===== src/rtl/unidad_control.sv =====
// Control unit: fetches an 8-bit instruction, decodes it into the datapath control word
// during a single execute cycle, and sequences pc through jumps, branches and HALT.
module unidad_control #(
    parameter logic [3:0]  ALU_ADD  = 4'b0000,
    parameter logic [3:0]  ALU_SUB  = 4'b0001,
    parameter logic [3:0]  ALU_AND  = 4'b0010,
    parameter logic [3:0]  ALU_OR   = 4'b0011,
    parameter logic [3:0]  ALU_XOR  = 4'b0100,
    parameter logic [1:0]  SH_NONE  = 2'b00,
    parameter logic [1:0]  SH_LEFT  = 2'b01,
    parameter logic [1:0]  SH_RIGHT = 2'b10,
    parameter int unsigned FLAG_Z   = 0,
    parameter int unsigned FLAG_C   = 1
) (
    input  logic        clk,
    input  logic        rst_n,
    input  logic        start,
    input  logic [7:0]  instr,
    input  logic [3:0]  flags,
    output logic [3:0]  pc,
    output logic [15:0] control,
    output logic        busy,
    output logic        halted
);

    typedef enum logic [1:0] {
        ST_IDLE  = 2'b00,
        ST_FETCH = 2'b01,
        ST_EXEC  = 2'b10,
        ST_HALT  = 2'b11
    } state_t;

    localparam logic [3:0] OP_JMP  = 4'hB;
    localparam logic [3:0] OP_JZ   = 4'hC;
    localparam logic [3:0] OP_JNZ  = 4'hD;
    localparam logic [3:0] OP_JC   = 4'hE;
    localparam logic [3:0] OP_HALT = 4'hF;

    state_t      state_r, state_s;
    logic [3:0]  pc_r, pc_s;
    logic [15:0] control_r, control_s;
    logic [7:0]  ir_r, ir_s;
    logic        busy_r, halted_r;
    logic        unused_flags_s;

    // Word layout: {regA, regB, dest, we, MB, ALU, SH, MF, MD}
    function automatic logic [15:0] decode(input logic [7:0] ins);
        logic [1:0] a;
        logic [1:0] b;
        a = ins[3:2];
        b = ins[1:0];
        case (ins[7:4])
            4'h1:    decode = {2'b00, 2'b00, a, 1'b1, 1'b0, 4'b0000, SH_NONE,  1'b0, 1'b1};
            4'h2:    decode = {2'b00, b,     a, 1'b1, 1'b0, 4'b0000, SH_NONE,  1'b1, 1'b0};
            4'h3:    decode = {a,     b,     a, 1'b1, 1'b0, ALU_ADD, SH_NONE,  1'b0, 1'b0};
            4'h4:    decode = {a,     b,     a, 1'b1, 1'b0, ALU_SUB, SH_NONE,  1'b0, 1'b0};
            4'h5:    decode = {a,     b,     a, 1'b1, 1'b0, ALU_AND, SH_NONE,  1'b0, 1'b0};
            4'h6:    decode = {a,     b,     a, 1'b1, 1'b0, ALU_OR,  SH_NONE,  1'b0, 1'b0};
            4'h7:    decode = {a,     b,     a, 1'b1, 1'b0, ALU_XOR, SH_NONE,  1'b0, 1'b0};
            4'h8:    decode = {2'b00, b,     a, 1'b1, 1'b0, 4'b0000, SH_LEFT,  1'b1, 1'b0};
            4'h9:    decode = {2'b00, b,     a, 1'b1, 1'b0, 4'b0000, SH_RIGHT, 1'b1, 1'b0};
            4'hA:    decode = {2'b00, a, 12'b0001_0000_0000};
            default: decode = 16'h0000;
        endcase
    endfunction

    function automatic logic branch_taken(input logic [3:0] op, input logic [3:0] fl);
        case (op)
            OP_JMP:  branch_taken = 1'b1;
            OP_JZ:   branch_taken = fl[FLAG_Z];
            OP_JNZ:  branch_taken = ~fl[FLAG_Z];
            OP_JC:   branch_taken = fl[FLAG_C];
            default: branch_taken = 1'b0;
        endcase
    endfunction

    assign unused_flags_s = ^flags;

    // Next-state, pc sequencing and control-word generation
    always_comb begin
        state_s   = state_r;
        pc_s      = pc_r;
        ir_s      = ir_r;
        control_s = 16'h0000;
        case (state_r)
            ST_IDLE, ST_HALT: begin
                if (start) begin
                    state_s = ST_FETCH;
                    pc_s    = 4'd0;
                end else begin
                    state_s = state_r;
                end
            end
            ST_FETCH: begin
                state_s   = ST_EXEC;
                ir_s      = instr;
                control_s = decode(instr);
            end
            ST_EXEC: begin
                if (ir_r[7:4] == OP_HALT) begin
                    state_s = ST_HALT;
                end else if (branch_taken(ir_r[7:4], flags)) begin
                    state_s = ST_FETCH;
                    pc_s    = ir_r[3:0];
                end else begin
                    state_s = ST_FETCH;
                    pc_s    = pc_r + 4'd1;
                end
            end
            default: begin
                state_s = ST_IDLE;
                pc_s    = 4'd0;
            end
        endcase
    end

    // State, pc, instruction and registered status outputs
    always_ff @(posedge clk or negedge rst_n) begin
        if (!rst_n) begin
            state_r   <= ST_IDLE;
            pc_r      <= 4'd0;
            ir_r      <= 8'h00;
            control_r <= 16'h0000;
            busy_r    <= 1'b0;
            halted_r  <= 1'b0;
        end else begin
            state_r   <= state_s;
            pc_r      <= pc_s;
            ir_r      <= ir_s;
            control_r <= control_s;
            busy_r    <= (state_s == ST_FETCH) || (state_s == ST_EXEC);
            halted_r  <= (state_s == ST_HALT);
        end
    end

    assign pc      = pc_r;
    assign control = control_r;
    assign busy    = busy_r;
    assign halted  = halted_r;

endmodule

===== config.mk =====
export PLATFORM = sky130hd
export DESIGN_NAME = unidad_control
export DESIGN_NICKNAME = d
export VERILOG_FILES = /design/src/rtl/unidad_control.sv
export SDC_FILE = /design/constraint.sdc
export NUM_CORES = 1
export LEC_CHECK = 0
export ABC_AREA = 1
export CORE_AREA = 2 2 63 71
export DETAILED_ROUTE_END_ITERATION = 12
export DIE_AREA = 0 0 65 73
export SYNTH_ARGS = -nofsm -noshare
export SYNTH_HDL_FRONTEND = slang
export SYNTH_SLANG_ARGS = --single-unit

===== constraint.sdc =====
create_clock -name clk -period 3.1 [get_ports clk]
set_input_delay 0.62 -clock clk [delete_from_list [all_inputs] [get_ports clk]]
set_output_delay 0.62 -clock clk [all_outputs]
set_load 0.03 [all_outputs]

==> run metrics, run 1 <==
worst r2r src state_r[1]; CP arrival 1430 ps; worst reg-to-reg path cell count 6; Hold/Removal Path Class register to register; syn_nets 177; Num CTS Buffers 5; Hold Crit Depth 2; htree depth 2; CTS tree yes; initial core utilization 0.3334; largest net degree at the start of global routing 32; sequential area share after synthesis 0.5678; DIE AREA 0.004745 sq mm; reg-to-reg endpoint busy; WP buf/inv 1; Syn Inst Count roughly 160; Routed Antenna Nets 0; number of synthesized flops with an enable pin 0; min-delay src ir_r[3]; buffers inserted by post-CTS timing repair 0; Slew @ Worst Pin ~540 ps; CP top delay family buffers and inverters; period utilization 0.6604; fraction of registers with async set/reset 1.000; core area 0.004098 sq mm; worst-path maximum fanout 6; Setup CP Type register to output pin; initial antenna violation count 0; Clock Tree Buf Depth 2; Crit path largest cell delay 700 ps; share of layout cells above drive strength 1 0.07653; post-DR wirelength/cell 10.91 um; post-CTS sizing 0; Hold Path End ir_r[3]; Max IR drop VDD 0.2427 mV; Syn-to-layout area delta 33.79%; vias in the first global route 1099; leakage power 0.9174 nW; share of the synthesized area in the top cell type 0.5678; row cnt 25; Via-to-Cell Ratio 4.412; IO Port Bufs 33; Hold Vio Cnt, Final 0; fin crit period 2047 ps; achievable frequency just under 500 MHz; Total GRT Usage 0.1376; Vias 1103; CP startpoint pc[0]; power density over the cells 798.9 mW/mm^2; Post-synth top cells nand2_1 (34), dfrtp_1 (31), nor2_1 (23); most frequent cell after synthesis nand2_1; Iter 0 DRT Violations 39; Min Hold Slack 524.5 ps; clk_skew about 7 ps; yosys warns 0; reg-to-reg slack, setup 1310 ps; drt pass-1 iters 4; CP Capture Type output pin; Setup Viol. Count Final 0; Clock Pin Slew Worst Setup and Hold Paths 60 ps; RSZ-0062 raised after global routing no; Critical Path RT approximately 2500 ps; dpl hpwl 1.941 mm; Residual DRC 0; clk sinks 31; Worst Setup Start Kind register; #FFs+latches synth 31; count of cell types in the netlist 22; area leader, netlist dfrtp_1; NumNets Final 214; Slew HR 0.6417; routed wire length about 2.7 mm; GRT overflow 0; top cells by area, synth dfrtp_1 (57%), nand2_1 (9.3%), nor2_1 (6.3%); crit-path cells clkdlybuf4s50_1; clk_lat worst skew 280 ps; Mapped Avg Cell Area 8.648 sq um; Mapped Area 0.001366 sq mm; outcome completed; Die Span Y about 73 um; # diodes 0; Crit-path slowest cell clkdlybuf4s50_1; hold-fix buffers at CTS 0; IO Count 37; TNS Setup 0 ps; first-pass GRT wire length 4.719 mm; Die W 65 um; CTS root buf clkbuf_8; Max Cap Viol 0; prevailing post-synth register cell dfrtp_1; max-slew violation count 0; global placer's final weighted congestion 0.8065
==> worst max path at each step <==
| stage | end | slack [ps] | cells past startpoint |
|---|---|---|---|
| global placement | control[11] | 1090 | 7 |
| CTS | pc[0] | 1030 | 1 |
| global route | pc[0] | 990 | 1 |
| floorplan | busy | 1680 | 7 |
| finish | pc[0] | 1050 | 1 |
| detailed placement | control[9] | 1050 | 7 |
==> metrics by stage <==
stage | total power, mW | cell area [sq um] | cells | worst slack [ps] | utilization
2_1_floorplan | 0.9766 | 1366 | 158 | 1675 | -
3_3_place_gp | 1.163 | 1744 | 242 | 1086 | 0.4256
3_5_place_dp | 1.172 | 1744 | 242 | 1051 | 0.4256
4_1_cts | 1.486 | 1828 | 250 | 1027 | 0.4461
5_1_grt | 1.594 | 1828 | 250 | 990.6 | 0.4461
6_report | 1.460 | 1828 | 250 | 1053 | 0.4461
==> metal layers <==
layer  wire, um  global-route usage  up-vias
li1           -                   -      563
met1       1255              0.1502      510
met2       1273              0.2245       22
met3        126             0.05401        8
met4         72             0.08511        0
met5          0                   0        -
==> cells in the final DEF, fill, tap and decap left out, types with 2 or more instances in the layout <==
master            n
o21ai_2           2
o21ai_0           8
ha_1              4
clkdlybuf4s50_1  33
inv_2             2
clkinv_2          3
nand4_1           2
nand3_1          14
nor2_1           23
inv_1            22
dfrtp_1          31
a21oi_1           4
clkbuf_8          5
nand2_1          34
nor3_1            2
==> sequential cells by signal (all words and copies together), names as in the netlist <==
| signal | cells |
|---|---|
| pc | 4 |
| control | 15 |
| busy | 1 |
| ir_r | 8 |
| halted | 1 |
| state_r | 2 |
==> power breakdown <==
part           total, mW  switching [mW]  internal, mW  leakage, nW
sequential         0.578          0.0610         0.517        0.409
clock              0.303           0.150         0.153       0.0477
combinational      0.579           0.366         0.213        0.461
==> cell type report <==
class	instances	area, sq um
Clock buffer	5	68.82
Timing Repair Buffer	34	337.8
Inverter	24	90.09
Sequential cell	31	775.7
Multi-Input combinational cell	99	473.0
Clock inverter	3	15.01
Tap cell	54	67.56
Fill cell	412	2270
==> cell families after synthesis <==
kind of cell / count (synthesis) / share of synthesized area
buffers and inverters: 28 / 0.08608
and+or+nand+nor: 78 / 0.2381
adders and majority gates: 4 / 0.03663
xor gates and xnor gates: 1 / 0.006411
DFF: 31 / 0.5678
other: 1 / 0.002745
AOI/OAI and AO/OA: 15 / 0.06228
==> tightest hold or removal path, stage by stage, from the launching register on <==
cell and delay [ps]:
dfrtp_1 320, inv_1 40, o21ai_0 120
(Power assumes the default switching activity.)
==> run 2, diff against run 1 <==
==> constraint.sdc (replaced) <==
create_clock -name clk -period 1.65 [get_ports clk]
set_input_delay 0.33 -clock clk [delete_from_list [all_inputs] [get_ports clk]]
set_output_delay 0.33 -clock clk [all_outputs]
set_load 0.03 [all_outputs]
==> run metrics, run 2 (synthesis results as in run 1) <==
Hold/Removal Path Class primary input to async pin; DIE AREA 0.004745 sq mm (unchanged); CP arrival 1280 ps (-150 ps); htree depth 2 (unchanged); clk sinks 31 (unchanged); max-slew violation count 0 (unchanged); Syn-to-layout area delta 44.41%; CP Capture Type output pin; total power 3.007 mW (+110%); Crit-path slowest cell clkdlybuf4s50_1; Fill cells 381 (-7.5%); clk_skew 5.125 ps (-1.955 ps); Die Span Y 73 um (unchanged); most frequent cells in the layout nand2_1 (34), dfrtp_1 (31), clkdlybuf4s50_1 (26); buffers inserted by post-CTS timing repair 0 (unchanged); most common cell after layout, fill and taps aside nand2_1; worst reg-to-reg path cell count 9 (+3); Routed Antenna Nets 0 (unchanged); drt pass-1 iters 4 (unchanged); Setup CP Type register to output pin; Via-to-Cell Ratio 4.288 (-2.8%); outcome completed; share of layout cells above drive strength 1 0.1381 (+0.06156); Worst Setup Start Kind register; Clock Tree Buf Depth 2 (unchanged); GRT overflow 0 (unchanged); first-pass GRT wire length 4.678 mm (-0.87%); reg-to-reg slack, setup 200 ps (-1110 ps); initial antenna violation count 0 (unchanged); largest net degree at the start of global routing 32 (unchanged); post-DR wirelength/cell 10.36 um (-5.0%); fin area 0.001973 sq mm (+7.9%); Setup Viol. Count Final 0 (unchanged); max reg flops 15 (unchanged); fin crit period 1609 ps; IO Port Bufs 33 (unchanged); IO Count 37 (unchanged); CP top delay family buffers and inverters; leakage power 1.079 nW (+18%); RSZ-0062 raised after global routing no; Die W 65 um (unchanged); multi-input logic area 473.0 sq um (unchanged); clk_lat worst skew 280 ps (about the same); Iter 0 DRT Violations 51 (+31%); Crit path largest cell delay 660 ps (-40 ps); row cnt 25 (unchanged); global placer's final weighted congestion 0.8368 (+3.8%); power density over the cells 1524 mW/mm^2 (+91%); worst-path maximum fanout 1 (-5); Hold Vio Cnt, Final 0 (unchanged); worst r2r src state_r[0]; Residual DRC 0 (unchanged); period utilization 0.9749; Critical Path RT 1320 ps (-1160 ps); core area 0.004098 sq mm (unchanged); Max Cap Viol 0 (unchanged); vias in the first global route 1068 (-2.8%); CTS tree yes; NumNets Final 228 (+6.5%); crit-path cells clkdlybuf4s50_1; WP buf/inv 1 (unchanged); hold-fix buffers at CTS 0 (unchanged); Max IR drop VDD 0.5202 mV (+110%); Post-DP Area 0.001849 sq mm (+6.0%); Reg area 775.7 sq um (unchanged); instance count on the critical path 1 (unchanged); routed wire length 2.736 mm (+0.33%); final std cells w/o fill 264 (+5.6%); Vias 1132 (+2.6%); dpl hpwl 1.996 mm (+2.9%); reg-to-reg endpoint pc[2]; Total GRT Usage 0.1355 (-0.002122); Num CTS Buffers 5 (unchanged); # diodes 0 (unchanged); achievable frequency 621.7 MHz; CTS root buf clkbuf_8; placed cell count 256 (+5.8%); Clock Pin Slew Worst Setup and Hold Paths 70 ps (about the same); initial core utilization 0.3334 (unchanged); Min Hold Slack 444.8 ps (-79.70 ps)
[run 2: changes by cell type in the layout (fill, tap and decap cells not counted)]
cell / previous run / this run
clkbuf_8: 5 / 6
buf_4: 1 / 15
clkinv_2: 3 / 1
bufinv_16: 0 / 1
dlygate4sd2_1: 0 / 3
clkdlybuf4s50_1: 33 / 26
dlymetal6s2s_1: 0 / 4
[run 2: cell type report]
class                      instances  area share
clock buffer                       6     0.04185
clock inverter                     2     0.01776
inverter                          24     0.04566
multi-input combinational         99      0.2397
sequential                        31      0.3932
tap                               54     0.03424
timing repair buffer              48      0.2276
[run 2: how the worst max path moves through the flow]
stage / start / endpoint / slack (ps)
2_1_floorplan: state_r[1] / busy / 230
3_3_place_gp: instr[5] / control[9] / 3
3_5_place_dp: instr[5] / control[10] / -20
4_1_cts: pc[0] / pc[0] / 3
5_1_grt: control[11] / control[11] / 3
6_report: control[2] / control[2] / 40
[run 2: where the power goes]
part	internal, mW	switching [mW]
clock	0.488	0.280
combinational	0.463	0.708
sequential	0.971	0.0977
total	1.92	1.09
[run 2: stage by stage]
stage / utilization / setup TNS, ps / setup slack (ps)
3_3_place_gp: 0.4513 / 0 / 3.351
6_report: 0.4815 / 0 / 41.47
3_5_place_dp: 0.4513 / -47.28 / -18.67
4_1_cts: 0.4791 / 0 / 2.991
5_1_grt: 0.4815 / 0 / 2.717
2_1_floorplan: - / 0 / 225.5
[run 2: routing by layer]
metal / up-vias / GRT usage / wire (um)
li1: 588 / - / -
met1: 513 / 0.1617 / 1213
met2: 25 / 0.2119 / 1307
met3: 6 / 0.05247 / 151
met4: 0 / 0.07092 / 63
met5: - / 0 / 0
[run 2: repair_timing]
action                     4_1_cts  5_1_grt
cloned                           0        0
resized for setup                3        4
pin swaps                        0        0
setup endpoints to repair        3        4
